===== src/rtl/mmio_bridge_pkg.sv =====
// Shared constants for the MMIO bridge: I/O address, button codes, status layout.
// Pure declarations, no logic or latency.
package mmio_bridge_pkg;

    localparam logic [15:0] IO_ADDR_DEFAULT = 16'hFFFF;

    typedef enum logic [1:0] {
        BTN_NONE  = 2'd0,
        BTN_START = 2'd1,
        BTN_LEFT  = 2'd2,
        BTN_RIGHT = 2'd3
    } btn_code_e;

    // Bit positions inside the pending/level vectors and the status word.
    localparam int PEND_RIGHT    = 0;
    localparam int PEND_LEFT     = 1;
    localparam int PEND_START    = 2;
    localparam int STAT_CODE_LSB = 0;
    localparam int STAT_LVL_LSB  = 2;

    function automatic btn_code_e btn_code(input logic [2:0] pend);
        btn_code_e code;
        code = BTN_NONE;
        if (pend[PEND_START]) begin
            code = BTN_START;
        end else if (pend[PEND_LEFT]) begin
            code = BTN_LEFT;
        end else if (pend[PEND_RIGHT]) begin
            code = BTN_RIGHT;
        end
        return code;
    endfunction

endpackage


===== src/rtl/mmio_bridge_button_debounce.sv =====
// One button: 2-flop synchroniser, stable-level debounce counter, press pulse.
// Level change accepted after DEBOUNCE_CYCLES mismatching cycles; no backpressure.
module button_debounce #(
    parameter int DEBOUNCE_CYCLES = 16,
    parameter int CNT_W           = 16
) (
    input  logic clk,
    input  logic reset,
    input  logic btn_n,
    output logic level,
    output logic press
);

    localparam logic [CNT_W-1:0] CNT_LAST = CNT_W'(DEBOUNCE_CYCLES - 1);

    logic             sync_1;
    logic             sync_2;
    logic [CNT_W-1:0] cnt;

    // press rises together with level, so it is a clean single-cycle pulse.
    always_ff @(posedge clk or negedge reset) begin
        if (!reset) begin
            sync_1 <= 1'b0;
            sync_2 <= 1'b0;
            level  <= 1'b0;
            cnt    <= '0;
            press  <= 1'b0;
        end else begin
            sync_1 <= ~btn_n;
            sync_2 <= sync_1;
            press  <= 1'b0;
            if (sync_2 == level) begin
                cnt <= '0;
            end else if (cnt == CNT_LAST) begin
                level <= sync_2;
                cnt   <= '0;
                press <= sync_2;
            end else begin
                cnt <= cnt + 1'b1;
            end
        end
    end

endmodule


===== src/rtl/mmio_bridge.sv =====
// CPU-to-memory port B bridge with a button status register at IO_ADDR.
// Loads return after 1 cycle from either source; no backpressure, stores pass straight through.
module mmio_bridge
    import mmio_bridge_pkg::*;
#(
    parameter int               WIDTH           = 16,
    parameter logic [WIDTH-1:0] IO_ADDR         = WIDTH'(IO_ADDR_DEFAULT),
    parameter int               DEBOUNCE_CYCLES = 16,
    parameter int               CNT_W           = 16
) (
    input  logic             clk,
    input  logic             reset,
    input  logic             start_n,
    input  logic             left_n,
    input  logic             right_n,
    input  logic             cpu_re,
    input  logic             cpu_we,
    input  logic [WIDTH-1:0] cpu_addr,
    input  logic [WIDTH-1:0] cpu_wdata,
    output logic [WIDTH-1:0] cpu_rdata,
    output logic             mem_we,
    output logic [WIDTH-1:0] mem_addr,
    output logic [WIDTH-1:0] mem_wdata,
    input  logic [WIDTH-1:0] mem_q
);

    logic             io_hit;
    logic             io_rd;
    logic             io_wr;
    logic [2:0]       lvl;
    logic [2:0]       press;
    logic [2:0]       pend;
    logic [2:0]       pend_clr;
    btn_code_e        code;
    logic [WIDTH-1:0] status;
    logic             io_sel_q;
    logic [WIDTH-1:0] io_data_q;

    assign io_hit    = (cpu_addr == IO_ADDR);
    assign io_rd     = cpu_re & io_hit;
    assign io_wr     = cpu_we & io_hit;
    assign mem_addr  = cpu_addr;
    assign mem_wdata = cpu_wdata;
    assign mem_we    = cpu_we & ~io_hit;

    button_debounce #(.DEBOUNCE_CYCLES(DEBOUNCE_CYCLES), .CNT_W(CNT_W)) u_start (
        .clk   (clk),
        .reset (reset),
        .btn_n (start_n),
        .level (lvl[PEND_START]),
        .press (press[PEND_START])
    );

    button_debounce #(.DEBOUNCE_CYCLES(DEBOUNCE_CYCLES), .CNT_W(CNT_W)) u_left (
        .clk   (clk),
        .reset (reset),
        .btn_n (left_n),
        .level (lvl[PEND_LEFT]),
        .press (press[PEND_LEFT])
    );

    button_debounce #(.DEBOUNCE_CYCLES(DEBOUNCE_CYCLES), .CNT_W(CNT_W)) u_right (
        .clk   (clk),
        .reset (reset),
        .btn_n (right_n),
        .level (lvl[PEND_RIGHT]),
        .press (press[PEND_RIGHT])
    );

    assign code = btn_code(pend);

    always_comb begin
        status = '0;
        status[STAT_CODE_LSB +: 2] = code;
        status[STAT_LVL_LSB +: 3]  = {lvl[PEND_RIGHT], lvl[PEND_LEFT], lvl[PEND_START]};
    end

    // A read clears only the event it reported; a write with bit 0 set clears everything.
    always_comb begin
        pend_clr = '0;
        if (io_rd) begin
            case (code)
                BTN_START: pend_clr[PEND_START] = 1'b1;
                BTN_LEFT:  pend_clr[PEND_LEFT]  = 1'b1;
                BTN_RIGHT: pend_clr[PEND_RIGHT] = 1'b1;
                default:   pend_clr = '0;
            endcase
        end
        if (io_wr && cpu_wdata[0]) begin
            pend_clr = '1;
        end
    end

    // New presses are OR-ed in after the clear so a coincident press is never lost.
    always_ff @(posedge clk or negedge reset) begin
        if (!reset) begin
            pend      <= '0;
            io_sel_q  <= 1'b0;
            io_data_q <= '0;
        end else begin
            pend      <= (pend & ~pend_clr) | press;
            io_sel_q  <= io_rd;
            io_data_q <= status;
        end
    end

    assign cpu_rdata = io_sel_q ? io_data_q : mem_q;

endmodule


===== config.mk =====
export PLATFORM = sky130hd
export DESIGN_NAME = mmio_bridge
export DESIGN_NICKNAME = d
export VERILOG_FILES = /design/src/rtl/mmio_bridge_pkg.sv /design/src/rtl/mmio_bridge_button_debounce.sv /design/src/rtl/mmio_bridge.sv
export SDC_FILE = /design/constraint.sdc
export NUM_CORES = 1
export LEC_CHECK = 0
export BUFFER_PORTS_ARGS = -buffer_cell sky130_fd_sc_hd__buf_2
export CORE_ASPECT_RATIO = 0.8
export CORE_UTILIZATION = 52
export DETAILED_ROUTE_END_ITERATION = 10
export PLACE_DENSITY = 0.77
export SLEW_MARGIN = 20
export SYNTH_ARGS = -nofsm -noshare
export SYNTH_HDL_FRONTEND = slang
export SYNTH_SLANG_ARGS = --single-unit

===== constraint.sdc =====
create_clock -name clk -period 2.1 [get_ports clk]
set_clock_uncertainty 0.15 [all_clocks]
set_input_delay 0.105 -clock clk [delete_from_list [all_inputs] [get_ports clk]]
set_output_delay 0.105 -clock clk [all_outputs]
set_load 0.02 [all_outputs]

==> results.toml <==
[synthesis]
syn_nets = 394
ys_seq_area_share_pct = 49.1
ys_types = 25
netlist_area_um2 = 3510
ys_warn_count = 0
syn_inst = 336
yosys_register_bits = 69
syn_avg_cell_area_um2 = 10.5

[layout]
antenna_cells = 0
final_cell_area_um2 = 4050
post-route-util_pct = 62.8
mostFrequentLayoutCells = "73 x buf_2, 69 x dfrtp_1, 53 x nor2_1"
syn_to_final_growth_pct = 15.1
nets = 449
drive_above_1_share_pct = 28.8
mostFrequentLayoutCell = "buf_2"
nFillCells = 539

[timing]
hold_viol = 0
slew_headroom_pct = 55.8
finalSetupViolations = 0
worst_pin_slew_ps = 656
fin_crit_sh_pct = 92.6
slew_violations = 0
timing.fmax_mhz = 514
rsz0062_at_grt = "no"
min_period_ps = 1940
final.setup.tns_ps = 0

[worst_setup_path]
cp.required_ps = 2150
arrival_ps = 1990
ff2ff_path_depth = 5
ff2ff_setup_slack_ps = 160
r2r_start = "u_right.cnt[0]$_DFF_PN0_"
cp-end-kind = "flip-flop"
worst-setup-path-type = "reg -> reg"
critPathSlowestCell = "nand2_1"
rr_endpoint = "u_right.cnt[3]$_DFF_PN0_"
worstSetupStartpointType = "flip-flop"
crit_chain = "ha_1, nand3_2, nand4b_1, nand2_1, nor2_1"
critPathMaxFanout = 14
critPathMaxStageDelay_ps = 430

[placed_design]
hpwl_mm = 4.47
io_buffers = 73
placed_area_um2 = 3750
place_congestion = 0.799

[cts]
ctsRootBufferMaster = "clkbuf_8"
clkSinkCount = 69
tritoncts = "built"
clk_pin_slew_ps = 80
cts.path.max_buffers = 2
ctsResizeCount = 0
cts_made_buffers = 9
htreeDepth = 3
clk_latency_ps = 330

[routing]
wl_per_cell_um = 13.3
vias = 2466
viasPerCell = 5.14
drc_errors = 0
wl_mm = 6.40
drtIter0Drc = 93
first_pass_iters = 5
ant_nets = 0

[global_routing]
grt_pass1_vias = 2373
grt_overflow = 0
grt_antenna_before_repair = 0
grt_max_degree = 70
grt_usage_pct = 20.2
grt_pass1_wl_mm = 10.8

[power]
pwr-share-clk_pct = 45.5
p_int_w = 0.00226
p_comb_share_pct = 7.3
p_sw_share_pct = 22.0
seqPwrFrac_pct = 47.2
ir_worst_vdd_v = 0.000496
pwr_density_cell_nw_per_um2 = 715
p_switching_w = 0.000635
cellLeakagePower_nw = 1.87

[floorplanning]
die_area_um2 = 7090
io_pins = 104
die_y_um = 75.5
initial_core_util_pct = 54.6
coreArea_um2 = 6440
die_x_um = 93.9
rows = 26

[hold_path]
hold_path.class = "in -> reg"
holdPathStages = 4
min_from = "cpu_addr[3]"
min_to = "io_sel_q$_DFF_PN0_"

[job]
max-cap-violations = 0

[outcome]
run_status = "finished, final reports clean"
## sequential cells by signal, summed over array words and instances (netlist names)
signal,cells
io_data_q,5
io_sel_q,1
pend,3
u_left.cnt,16
u_left.level,1
u_left.press,1
u_left.sync_1,1
u_left.sync_2,1
u_right.cnt,16
u_right.level,1
u_right.press,1
u_right.sync_1,1
u_right.sync_2,1
u_start.cnt,16
u_start.level,1
u_start.press,1
u_start.sync_1,1
u_start.sync_2,1
## worst max-delay path, delay by kind of cell, from the launching register on
kind / cells / cell delay [ps]
flops: 1 / 390
fa+ha+maj: 1 / 220
simple gates: 4 / 1040
## metrics by stage
stage               hold WS, ps  total power [W]  setup WS, ps  cells
global route               60.0          0.00301          11.0    480
global placement          -2.33          0.00160           298    459
detailed placement       0.0445          0.00160           179    459
finish                     56.0          0.00289           155    480
CTS                        48.9          0.00291           172    480
floorplan                  -341          0.00155           490    336
## how the worst max path moves through the flow
stage	slack, ps	to	cells after the start	from
floorplan	490	u_right.cnt[13]$_DFF_PN0_	6	u_right.cnt[0]$_DFF_PN0_
global placement	300	u_right.cnt[15]$_DFF_PN0_	5	u_right.cnt[0]$_DFF_PN0_
detailed placement	180	u_right.cnt[10]$_DFF_PN0_	5	u_right.cnt[0]$_DFF_PN0_
CTS	170	u_right.cnt[8]$_DFF_PN0_	5	u_right.cnt[0]$_DFF_PN0_
global route	10	u_left.cnt[6]$_DFF_PN0_	5	u_left.cnt[0]$_DFF_PN0_
finish	160	u_right.cnt[3]$_DFF_PN0_	5	u_right.cnt[0]$_DFF_PN0_
## logic make-up after synthesis
kind of cell    Yosys count  share of synthesized area, %
compound gates            7                          1.28
xor+xnor                 45                          11.2
fa+ha+maj                 3                          1.07
buf+inv                  49                          8.97
flops                    69                          49.1
mux                       8                          2.56
simple gates            155                          25.8
## power groups by stage
stage                     clock (W)  combinational [W]  sequential (W)
after CTS                   0.00133           0.000215         0.00137
after global placement            0           0.000206         0.00139
after global routing        0.00140           0.000236         0.00137
after floorplan                   0           0.000164         0.00139
final                       0.00131           0.000211         0.00137
after detailed placement          0           0.000207         0.00139
## synth_stat cells
| cell type | n | share of area [%] |
|---|---|---|
| dfrtp_1 | 69 | 49 |
| nor2_1 | 53 | 5.7 |
| buf_4 | 35 | 7.5 |
| xnor2_1 | 35 | 8.7 |
| nand3_1 | 13 | 1.9 |
| nor2b_1 | 13 | 2.3 |
| inv_1 | 12 | 1.3 |
| nand2_1 | 12 | 1.3 |
| nor3_1 | 12 | 1.7 |
| nand4_1 | 11 | 2.0 |
| nor4_2 | 11 | 3.9 |
| nor4_1 | 10 | 1.8 |
| xor2_1 | 10 | 2.5 |
| and2_1 | 6 | 1.1 |
| mux2_2 | 6 | 1.9 |
| a21o_1 | 4 | 0.85 |
| and3_1 | 4 | 0.71 |
| ha_1 | 3 | 1.1 |
| nand4_4 | 3 | 1.8 |
| nor3b_1 | 3 | 0.64 |
| o21ai_0 | 3 | 0.43 |
| clkbuf_1 | 2 | 0.21 |
| mux2_1 | 2 | 0.64 |
| nand3_2 | 2 | 0.57 |
| nand4b_1 | 2 | 0.50 |
## cell type report
class                           count  area [um2]  area share [%]
Tap cell                           84         105            2.60
Multi-Input combinational cell    218        1470            36.4
Timing Repair Buffer               81         450            11.1
Clock buffer                       10         138            3.40
Clock inverter                      6         109            2.69
Inverter                           12        45.0            1.11
Sequential cell                    69        1730            42.7
## timing repair
| action | CTS | global route |
|---|---|---|
| setup buffers | 0 | 0 |
| endpoints found under the setup margin | 0 | 0 |
| endpoints found under the hold margin | 73 | 0 |
| hold buffers | 5 | 0 |
## layer usage
layer | vias up | track usage (%) | part of all wire (%)
met5 | - | 0 | 0
met4 | 0 | 7.35 | 1.1
met3 | 8 | 5.59 | 5.8
met2 | 71 | 33.6 | 47
met1 | 1179 | 25.9 | 46
li1 | 1208 | - | -
Power figures use the tool's default switching activity.
